**config.mk**
```make
export PLATFORM = sky130hd
export DESIGN_NAME = divisor_secuencial
export DESIGN_NICKNAME = d
export VERILOG_FILES = /design/src/rtl/divisor_secuencial_pkg.sv /design/src/rtl/divisor_paso.sv /design/src/rtl/divisor_secuencial.sv
export SDC_FILE = /design/constraint.sdc
export NUM_CORES = 1
export LEC_CHECK = 0
export ABC_CLOCK_PERIOD_IN_PS = 4000
export BUFFER_PORTS_ARGS = -buffer_cell sky130_fd_sc_hd__buf_2
export CAP_MARGIN = 15
export CELL_PAD_IN_SITES_DETAIL_PLACEMENT = 0
export CELL_PAD_IN_SITES_GLOBAL_PLACEMENT = 2
export CORE_MARGIN = 2
export CORE_UTILIZATION = 36
export CTS_BUF_LIST = sky130_fd_sc_hd__clkbuf_8
export CTS_CLUSTER_DIAMETER = 30
export CTS_CLUSTER_SIZE = 24
export DETAILED_ROUTE_END_ITERATION = 8
export GPL_TIMING_DRIVEN = 0
export PLACE_DENSITY_LB_ADDON = 0.05
export SYNTH_ARGS = -nofsm -noshare
export SYNTH_HDL_FRONTEND = slang
export SYNTH_SLANG_ARGS = --single-unit
```
**constraint.sdc**
```tcl
create_clock -name clk_i -period 4 [get_ports clk_i]
set_input_delay 0.2 -clock clk_i [delete_from_list [all_inputs] [get_ports clk_i]]
set_output_delay 0.2 -clock clk_i [all_outputs]
set_load 0.05 [all_outputs]
```
**src/rtl/divisor_secuencial_pkg.sv**
```systemverilog
// divisor_secuencial_pkg: shared state encoding and constants for the sequential divider
package divisor_secuencial_pkg;
   typedef enum logic [1:0] {ST_IDLE, ST_CALC, ST_FIX, ST_DONE} state_t;
   localparam int N_DEF = 32;
   localparam logic [63:0] DIV0_Q = '1;
   function automatic int div_latency(input int n);
      return n + 1;
   endfunction
   localparam int DIV_LATENCY = div_latency(N_DEF);
endpackage

```
**src/rtl/divisor_paso.sv**
```systemverilog
// divisor_paso: one combinational restoring-division step
module divisor_paso #(
   parameter int N = 32
) (
   input  logic [N:0]   i_rem,
   input  logic [N-1:0] i_div,
   input  logic         i_bit,
   output logic [N:0]   o_rem,
   output logic         o_q
);
   logic [N+1:0] w_sh, w_diff;
   assign w_sh   = {i_rem, i_bit};
   // partial remainder stays below the divisor, so the extra MSB is a clean borrow flag
   assign w_diff = w_sh - {2'b00, i_div};
   assign o_q    = ~w_diff[N+1];
   assign o_rem  = o_q ? w_diff[N:0] : w_sh[N:0];
endmodule

```
**src/rtl/divisor_secuencial.sv**
```systemverilog
// divisor_secuencial: iterative restoring divider, signed/unsigned, RISC-V divide-by-zero semantics
import divisor_secuencial_pkg::*;
module divisor_secuencial #(
   parameter int N = N_DEF
) (
   input  logic         clk_i,
   input  logic         rst_i,
   input  logic         start_i,
   input  logic         signed_i,
   input  logic [N-1:0] a_i,
   input  logic [N-1:0] b_i,
   output logic         busy_o,
   output logic         done_o,
   output logic [N-1:0] cociente_o,
   output logic [N-1:0] residuo_o,
   output logic         div_cero_o
);
   localparam int CW = $clog2(N);
   state_t         r_state, w_next;
   logic [CW-1:0]  r_cnt;
   logic [N:0]     r_rem, w_rem;
   logic [N-1:0]   r_dvd, r_div, r_coc, r_res, w_ma, w_mb;
   logic           r_sq, r_sr, r_dz, w_qbit, w_sa, w_sb;
   assign w_sa = signed_i & a_i[N-1];
   assign w_sb = signed_i & b_i[N-1];
   assign w_ma = w_sa ? -a_i : a_i;
   assign w_mb = w_sb ? -b_i : b_i;
   divisor_paso #(.N(N)) u_paso (
      .i_rem (r_rem),
      .i_div (r_div),
      .i_bit (r_dvd[N-1]),
      .o_rem (w_rem),
      .o_q   (w_qbit)
   );
   always_ff @(posedge clk_i) r_state <= rst_i ? ST_IDLE : w_next;
   always_comb begin
      w_next = r_state;
      case (r_state)
         ST_IDLE: w_next = !start_i ? ST_IDLE : (b_i == '0) ? ST_DONE : ST_CALC;
         ST_CALC: w_next = (r_cnt == '0) ? ST_FIX : ST_CALC;
         ST_FIX:  w_next = ST_DONE;
         default: w_next = ST_IDLE;
      endcase
   end
   // dividend register shifts out its MSB and collects quotient bits at the LSB
   always_ff @(posedge clk_i) begin
      if (rst_i) begin
         r_cnt <= '0;
         r_rem <= '0;
         r_dvd <= '0;
         r_div <= '0;
         r_sq  <= 1'b0;
         r_sr  <= 1'b0;
         r_coc <= '0;
         r_res <= '0;
         r_dz  <= 1'b0;
      end else begin
         case (r_state)
            ST_IDLE: if (start_i) begin
               if (b_i == '0) begin
                  r_coc <= DIV0_Q[N-1:0];
                  r_res <= a_i;
                  r_dz  <= 1'b1;
               end else begin
                  r_dvd <= w_ma;
                  r_div <= w_mb;
                  r_sq  <= w_sa ^ w_sb;
                  r_sr  <= w_sa;
                  r_rem <= '0;
                  r_cnt <= CW'(N - 1);
               end
            end
            ST_CALC: begin
               r_rem <= w_rem;
               r_dvd <= {r_dvd[N-2:0], w_qbit};
               r_cnt <= (r_cnt == '0) ? r_cnt : r_cnt - 1'b1;
            end
            ST_FIX: begin
               r_coc <= r_sq ? -r_dvd : r_dvd;
               r_res <= r_sr ? -r_rem[N-1:0] : r_rem[N-1:0];
               r_dz  <= 1'b0;
            end
            default: ;
         endcase
      end
   end
   assign busy_o     = (r_state == ST_CALC) || (r_state == ST_FIX);
   assign done_o     = (r_state == ST_DONE);
   assign cociente_o = r_coc;
   assign residuo_o  = r_res;
   assign div_cero_o = r_dz;
endmodule

```
==> results.md, run 1 <==
### Clocking
• 17 — number of buffers created by CTS
• built — clock tree from TritonCTS
• 490 ps — clock latency on the worst-skew pair
• 2 — clock tree buffer depth
• 4 — H-tree lvl count
• sky130_fd_sc_hd__clkbuf_8 — buffer type at the clock tree root
• 100 ps — clock transition at the register clock pins on the worst setup and hold paths after CTS
• 171 — clock net sink count

### Synth
• 68 — Yosys cell types
• 0% — share of synthesized registers carrying an async set or reset
• 1566 — total nets after synthesis
• 1456 — Syn Inst Count
• 0 — EDFF count, synth
• 171 — flip-flop and latch count after synthesis
• 11200 µm² — post-synthesis instance area
• sky130_fd_sc_hd__dfxtp_1 — most frequently used flop master after synthesis
• 7.72 µm² — synthesized area per cell
• 30.5% — sequential share of the synthesized area
• 0 — YS warnings

### Floorplanning
• 36.6% — effective utilization at floorplan
• 32600 µm² — Die Footprint
• 135 — Ports
• 30700 µm² — Core Area
• 181 µm — chip height
• 64 — Core Rows
• 181 µm — Die Width

### Critical path
• 4130 ps — Arr. time, crit path
• 560 ps — largest stage delay on the critical path
• 4410 ps — required time of the worst setup path
• 13 — cell depth of the worst flop-to-flop path
• flip-flop — kind of launch point of the worst setup path
• 4 — largest fanout on the critical path
• inv_1, ha_1, inv_1, fa_1, a21o_1, a221oi_1, nor3_1, or2_2, a21o_1, a21oi_1, a21oi_1, o31a_1, o22ai_1 — cell-by-cell listing of the critical path
• reg2reg — Setup Crit Path Kind
• flip-flop — Crit. End Element
• sky130_fd_sc_hd__a221oi_1 — library cell contributing the largest single delay on the critical path

### STA
• 3720 ps — clock period minus worst slack
• 16.4 ps — post-route clock skew
• 37.7 ps — worst-case hold slack
• 33.5% — normalized max-slew margin
• 0 ps — Total Neg Setup Slack
• no — RSZ-0062 raised after global routing
• 93.0% — share of the cycle needed by the critical path after routing
• 0.269 GHz — maximum operating frequency
• 0 — final number of setup-violating endpoints
• 0 — final number of max-transition violations
• 988 ps — Slew @ Worst Pin
• 0 — final hold violation count

### Power
• 4910 µW — Final Total Pwr
• 220 µV — maximum resistive drop on vdd
• 382 nW/µm² — power per unit of standard cell area
• 0.00509 µW — total leakage power

### Global route
• 23.2% — overall global routing resource usage
• 17 — largest net degree at the start of global routing
• 59400 µm — first-pass GRT wire length
• 0 — antenna violations before repair
• 10564 — number of global-route vias before repair
• 0 — overflow left after global routing

### Cells and area
• 1720 — number of nets in the finished design
• 13.1% — share of final-layout standard cells stronger than drive strength 1
• 14.4% — Area growth, synth to finish
• 0 — number of antenna cells inserted

### Detailed routing
• 38000 µm — wire length reported by the detailed router
• 5 — number of iterations in the first detailed-routing pass
• 615 — first-iteration detailed-routing DRC count
• 18.8 µm — DR WL/cell
• 0 — Post-DRT Antenna Nets
• 5.29 — per-cell via count in the routed design
• 0 — drt drc
• 10679 — Via Count

### Status
• completed — status

### Place
• 134 — Buffers on Ports
• 30800 µm — half-perimeter wire length of the detailed placement result
• 0.838 — Routability Congestion

### Flow run
• 0 — number of maximum-capacitance violations

### Min path
• 3 — number of cells on the worst hold path
• in2reg — Tightest Hold Check Type

-- cells in the final DEF, fill, tap and decap left out, drive strengths merged, types with 18 or more instances in the layout --
| cell | n |
|---|---|
| nand2 | 193 |
| dfxtp | 171 |
| buf | 147 |
| nor2 | 136 |
| a21oi | 114 |
| clkbuf | 93 |
| o21ai | 92 |
| xor2 | 91 |
| inv | 62 |
| xnor2 | 57 |
| a211oi | 54 |
| ha | 41 |
| nor3 | 35 |
| mux2i | 30 |
| o31ai | 28 |
| a311oi | 24 |
| a21o | 23 |
| nand3 | 20 |
| o211ai | 18 |
-- critical path: cells and delay by family, from the launching register on --
family | cells | cell delay [ps]
fa+ha+maj | 2 | 750
compound gates | 7 | 1750
flops | 1 | 330
simple gates | 2 | 510
buf+inv | 2 | 290
-- cell families (layout without fill, tap and decap cells) --
kind of cell | Yosys count | count (layout) | synth area share (%)
compound gates | 441 | 441 | 25.9
xor+xnor | 148 | 148 | 11.5
fa+ha+maj | 42 | 42 | 4.74
buf+inv | 149 | 315 | 5.48
flops | 171 | 171 | 30.5
mux | 32 | 32 | 2.87
simple gates | 473 | 473 | 19.0
-- area by class of cell --
type	instances	area (µm²)
timing repair buffer	135	676
fill	3334	17800
clock inverter	12	171
buffer	87	387
inverter	62	233
multi-input combinational	1136	7210
tap	396	495
sequential	171	3420
clock buffer	19	262
-- per-stage QoR --
step / area (µm²) / setup WS (ps) / util [%] / std cells
2_1_floorplan: 11200 / 791 / - / 1456
3_3_place_gp: 12400 / -271 / 40.4 / 1986
3_5_place_dp: 12400 / -165 / 40.4 / 1986
4_1_cts: 12800 / 81.3 / 41.9 / 2017
5_1_grt: 12900 / 69.3 / 41.9 / 2018
6_report: 12900 / 282 / 41.9 / 2018
-- report_power, final --
part / switching, µW / internal (µW)
clock: 683 / 706
sequential: 119 / 1840
combinational: 1010 / 552
-- cell usage after synthesis (10+ instances only) --
cell type,number,area (µm²)
sky130_fd_sc_hd__a21oi_1,114,571
sky130_fd_sc_hd__or2_2,10,62.6
sky130_fd_sc_hd__ha_1,41,513
sky130_fd_sc_hd__o21ai_0,88,440
sky130_fd_sc_hd__nor2_1,136,510
sky130_fd_sc_hd__o31ai_1,28,210
sky130_fd_sc_hd__o211ai_1,18,135
sky130_fd_sc_hd__or3_1,13,81.3
sky130_fd_sc_hd__a211oi_1,54,405
sky130_fd_sc_hd__a21o_1,23,173
sky130_fd_sc_hd__nand3_1,20,100
sky130_fd_sc_hd__xor2_1,91,797
sky130_fd_sc_hd__and3_1,10,62.6
sky130_fd_sc_hd__a31oi_1,12,75.1
sky130_fd_sc_hd__inv_1,62,233
sky130_fd_sc_hd__nor4_1,12,75.1
sky130_fd_sc_hd__nand2_1,192,721
sky130_fd_sc_hd__o41ai_1,15,131
sky130_fd_sc_hd__clkbuf_1,72,270
sky130_fd_sc_hd__a311oi_1,24,210
sky130_fd_sc_hd__dfxtp_1,171,3420
sky130_fd_sc_hd__nor3_1,35,175
sky130_fd_sc_hd__mux2i_1,30,300
sky130_fd_sc_hd__xnor2_1,57,499
-- state kept, by name, summed over array words and instances (netlist names) --
| name | count |
|---|---|
| residuo_o | 32 |
| r_state | 2 |
| r_cnt | 5 |
| cociente_o | 32 |
| div_cero_o | 1 |
| r_dvd | 32 |
| r_div | 32 |
| r_rem | 33 |
| r_sq | 1 |
| r_sr | 1 |
-- metal layers --
| layer | global-route usage [%] | wire, µm |
|---|---|---|
| met1 | 29.1 | 17100 |
| met2 | 41.6 | 18900 |
| met3 | 2.93 | 1150 |
| met4 | 6.77 | 855 |
| met5 | 0 | 0 |
-- worst paths after layout --
check,startpoint,end,slack [ps]
hold / removal,b_i[28],r_div[28]$_SDFFE_PP0P_,40
setup / recovery,r_dvd[31]$_SDFFE_PP0P_,r_rem[32]$_SDFFE_PP0P_,280
hold reg to reg,residuo_o[4]$_SDFFE_PP0P_,residuo_o[4]$_SDFFE_PP0P_,460
setup reg to reg,r_dvd[31]$_SDFFE_PP0P_,r_rem[32]$_SDFFE_PP0P_,280
-- what timing repair did --
| item | in CTS | in global routing |
|---|---|---|
| resized for setup | 3 | 2 |
| gates cloned | 0 | 0 |
| hold buffers | 0 | 0 |
| setup endpoints to repair | 28 | 29 |
| buffers inserted | 0 | 0 |
(Power assumes the default switching activity.)
==> run 2, diff against run 1 <==
--- a/config.mk
+++ b/config.mk
@@ -5,13 +5,13 @@
 export SDC_FILE = /design/constraint.sdc
 export NUM_CORES = 1
 export LEC_CHECK = 0
-export ABC_CLOCK_PERIOD_IN_PS = 4000
+export ABC_CLOCK_PERIOD_IN_PS = 4300
 export BUFFER_PORTS_ARGS = -buffer_cell sky130_fd_sc_hd__buf_2
 export CAP_MARGIN = 15
 export CELL_PAD_IN_SITES_DETAIL_PLACEMENT = 0
 export CELL_PAD_IN_SITES_GLOBAL_PLACEMENT = 2
 export CORE_MARGIN = 2
-export CORE_UTILIZATION = 36
+export CORE_UTILIZATION = 38
 export CTS_BUF_LIST = sky130_fd_sc_hd__clkbuf_8
 export CTS_CLUSTER_DIAMETER = 30
 export CTS_CLUSTER_SIZE = 24
==> constraint.sdc (replaced) <==
create_clock -name clk_i -period 4.3 [get_ports clk_i]
set_input_delay 0.215 -clock clk_i [delete_from_list [all_inputs] [get_ports clk_i]]
set_output_delay 0.215 -clock clk_i [all_outputs]
set_load 0.05 [all_outputs]
==> run 2 against run 1 <==
Net effect: die area shrank 5.1%; clock power down 13%; routed wire length shrank 0.85%; via count decreased by 0.11%; largest cell class unchanged; largest power group unchanged.
==> results.md, run 2 (synthesized netlist as in run 1, its figures left out) <==
### STA
• 30.3% — normalized max-slew margin
• 269 ps — least setup slack across all paths after layout
• no — RSZ-0062 raised after global routing
• 10.4 ps — post-route clock skew
• 0 ps — Total Neg Setup Slack
• 1040 ps — Slew @ Worst Pin
• 0 — final hold violation count
• 0.248 GHz — maximum operating frequency
• 93.7% — share of the cycle needed by the critical path after routing
• 4030 ps — clock period minus worst slack
• 0 — final number of setup-violating endpoints
• 0 — final number of max-transition violations

### Floorplanning
• 38.8% — effective utilization at floorplan
• 31000 µm² — Die Footprint
• 176 µm — chip height
• 176 µm — Die Width
• 135 — Ports
• 62 — Core Rows
• 28900 µm² — Core Area

### Detailed routing
• 18.8 µm — DR WL/cell
• 517 — first-iteration detailed-routing DRC count
• 10667 — Via Count
• 0 — Post-DRT Antenna Nets
• 37700 µm — wire length reported by the detailed router
• 5.32 — per-cell via count in the routed design
• 5 — number of iterations in the first detailed-routing pass
• 0 — drt drc

### Cells and area
• sky130_fd_sc_hd__nand2_1 (192), sky130_fd_sc_hd__dfxtp_1 (171), sky130_fd_sc_hd__buf_2 (140), sky130_fd_sc_hd__nor2_1 (136), sky130_fd_sc_hd__a21oi_1 (114) — commonest cells after routing, fill and taps aside
• 12800 µm² — final instance area
• 13.9% — Area growth, synth to finish
• 12.8% — share of final-layout standard cells stronger than drive strength 1
• 0 — number of antenna cells inserted
• sky130_fd_sc_hd__nand2_1 — most common library cell in the layout ignoring fill and taps
• 1719 — number of nets in the finished design
• r_rem — largest register by flop count
• 2006 — Final Non-Filler Cells
• 33 — flip-flop count of the largest register after layout

### Critical path
• flip-flop — kind of launch point of the worst setup path
• flip-flop — Crit. End Element
• 4670 ps — required time of the worst setup path
• 630 ps — largest stage delay on the critical path
• sky130_fd_sc_hd__nor3_1 — cell type with the highest occurrence count on the critical path
• ha_1, a21o_1, a31o_2, o31a_1, o21ai_0, o211a_1, nor3_1, nor3_1, clkbuf_1, nand2_1, a221oi_1 — cell-by-cell listing of the critical path
• sky130_fd_sc_hd__clkbuf_1 — library cell contributing the largest single delay on the critical path
• reg2reg — Setup Crit Path Kind
• 4400 ps — Arr. time, crit path
• 10 — largest fanout on the critical path

### Flow run
• 0 — number of maximum-capacitance violations

### Clocking
• 171 — clock net sink count
• sky130_fd_sc_hd__clkbuf_8 — buffer type at the clock tree root
• 2 — clock tree buffer depth
• 100 ps — clock transition at the register clock pins on the worst setup and hold paths after CTS
• 470 ps — clock latency on the worst-skew pair
• built — clock tree from TritonCTS
• 17 — number of buffers created by CTS
• 0 — hold_buf cts
• 0 — Resized Gates After CTS
• 0 — setup bufs post-CTS
• 4 — H-tree lvl count

### Place
• 0.880 — Routability Congestion
• 30600 µm — half-perimeter wire length of the detailed placement result
• 1974 — # placed instances
• 3.76 ps — worst slack at placement
• 12400 µm² — total placed instance area
• 134 — Buffers on Ports

### Min path
• in2reg — Tightest Hold Check Type

### Global route
• 10333 — number of global-route vias before repair
• 0 — antenna violations before repair
• 24.2% — overall global routing resource usage
• 0 — overflow left after global routing
• 17 — largest net degree at the start of global routing
• 57800 µm — first-pass GRT wire length

### Power
• 351 nW/µm² — power per unit of standard cell area
• 0.00507 µW — total leakage power
• 4490 µW — Final Total Pwr
• 183 µV — maximum resistive drop on vdd

### Status
• completed — status

## run 2: worst paths after layout
path,start,endpoint,slack (ps),cells after the start
worst min-delay path,b_i[25],r_div[25]$_SDFFE_PP0P_,50,3
worst min register to register,residuo_o[6]$_SDFFE_PP0P_,residuo_o[6]$_SDFFE_PP0P_,460,2
worst max-delay path,r_rem[3]$_SDFFE_PP0P_,r_dvd[0]$_SDFFE_PP0P_,270,11
worst max register to register,r_rem[3]$_SDFFE_PP0P_,r_dvd[0]$_SDFFE_PP0P_,270,11
## run 2: stage by stage
| step | util (%) | hold WS (ps) |
|---|---|---|
| 3_5_place_dp | 42.8 | 444 |
| 4_1_cts | 44.2 | 18.6 |
| 3_3_place_gp | 42.8 | 441 |
| 5_1_grt | 44.2 | 37.7 |
| 2_1_floorplan | - | 351 |
| 6_report | 44.2 | 49.3 |
## run 2: power breakdown
| group | total, µW | leakage (µW) | switching [µW] | internal [µW] |
|---|---|---|---|---|
| logic | 1460 | 0.00347 | 943 | 514 |
| clock network | 1210 | 0.000205 | 662 | 545 |
| registers | 1820 | 0.00139 | 115 | 1710 |
## run 2: layout make-up
cell class                      instances  area (µm²)
Fill cell                            3010       16100
Tap cell                              384         480
Clock buffer                           18         248
Clock inverter                         14         160
Buffer                                 87         383
Multi-Input combinational cell       1136        7200
Timing Repair Buffer                  134         671
Sequential cell                       171        3420
Inverter                               62         233
## run 2: layer usage
layer,vias to the layer above,global-route usage (%),part of all wire (%)
met2,228,44.4,50
li1,5508,-,-
met1,4903,30.3,46
met5,-,0,0
met4,0,5.34,1.3
met3,28,2.65,3.1
## run 2: worst max-delay path: cells and delay by family (launching register included)
family / cells / cell delay, ps
buf+inv: 1 / 630
simple gates: 3 / 800
fa+ha+maj: 1 / 340
compound gates: 6 / 1660
flops: 1 / 500
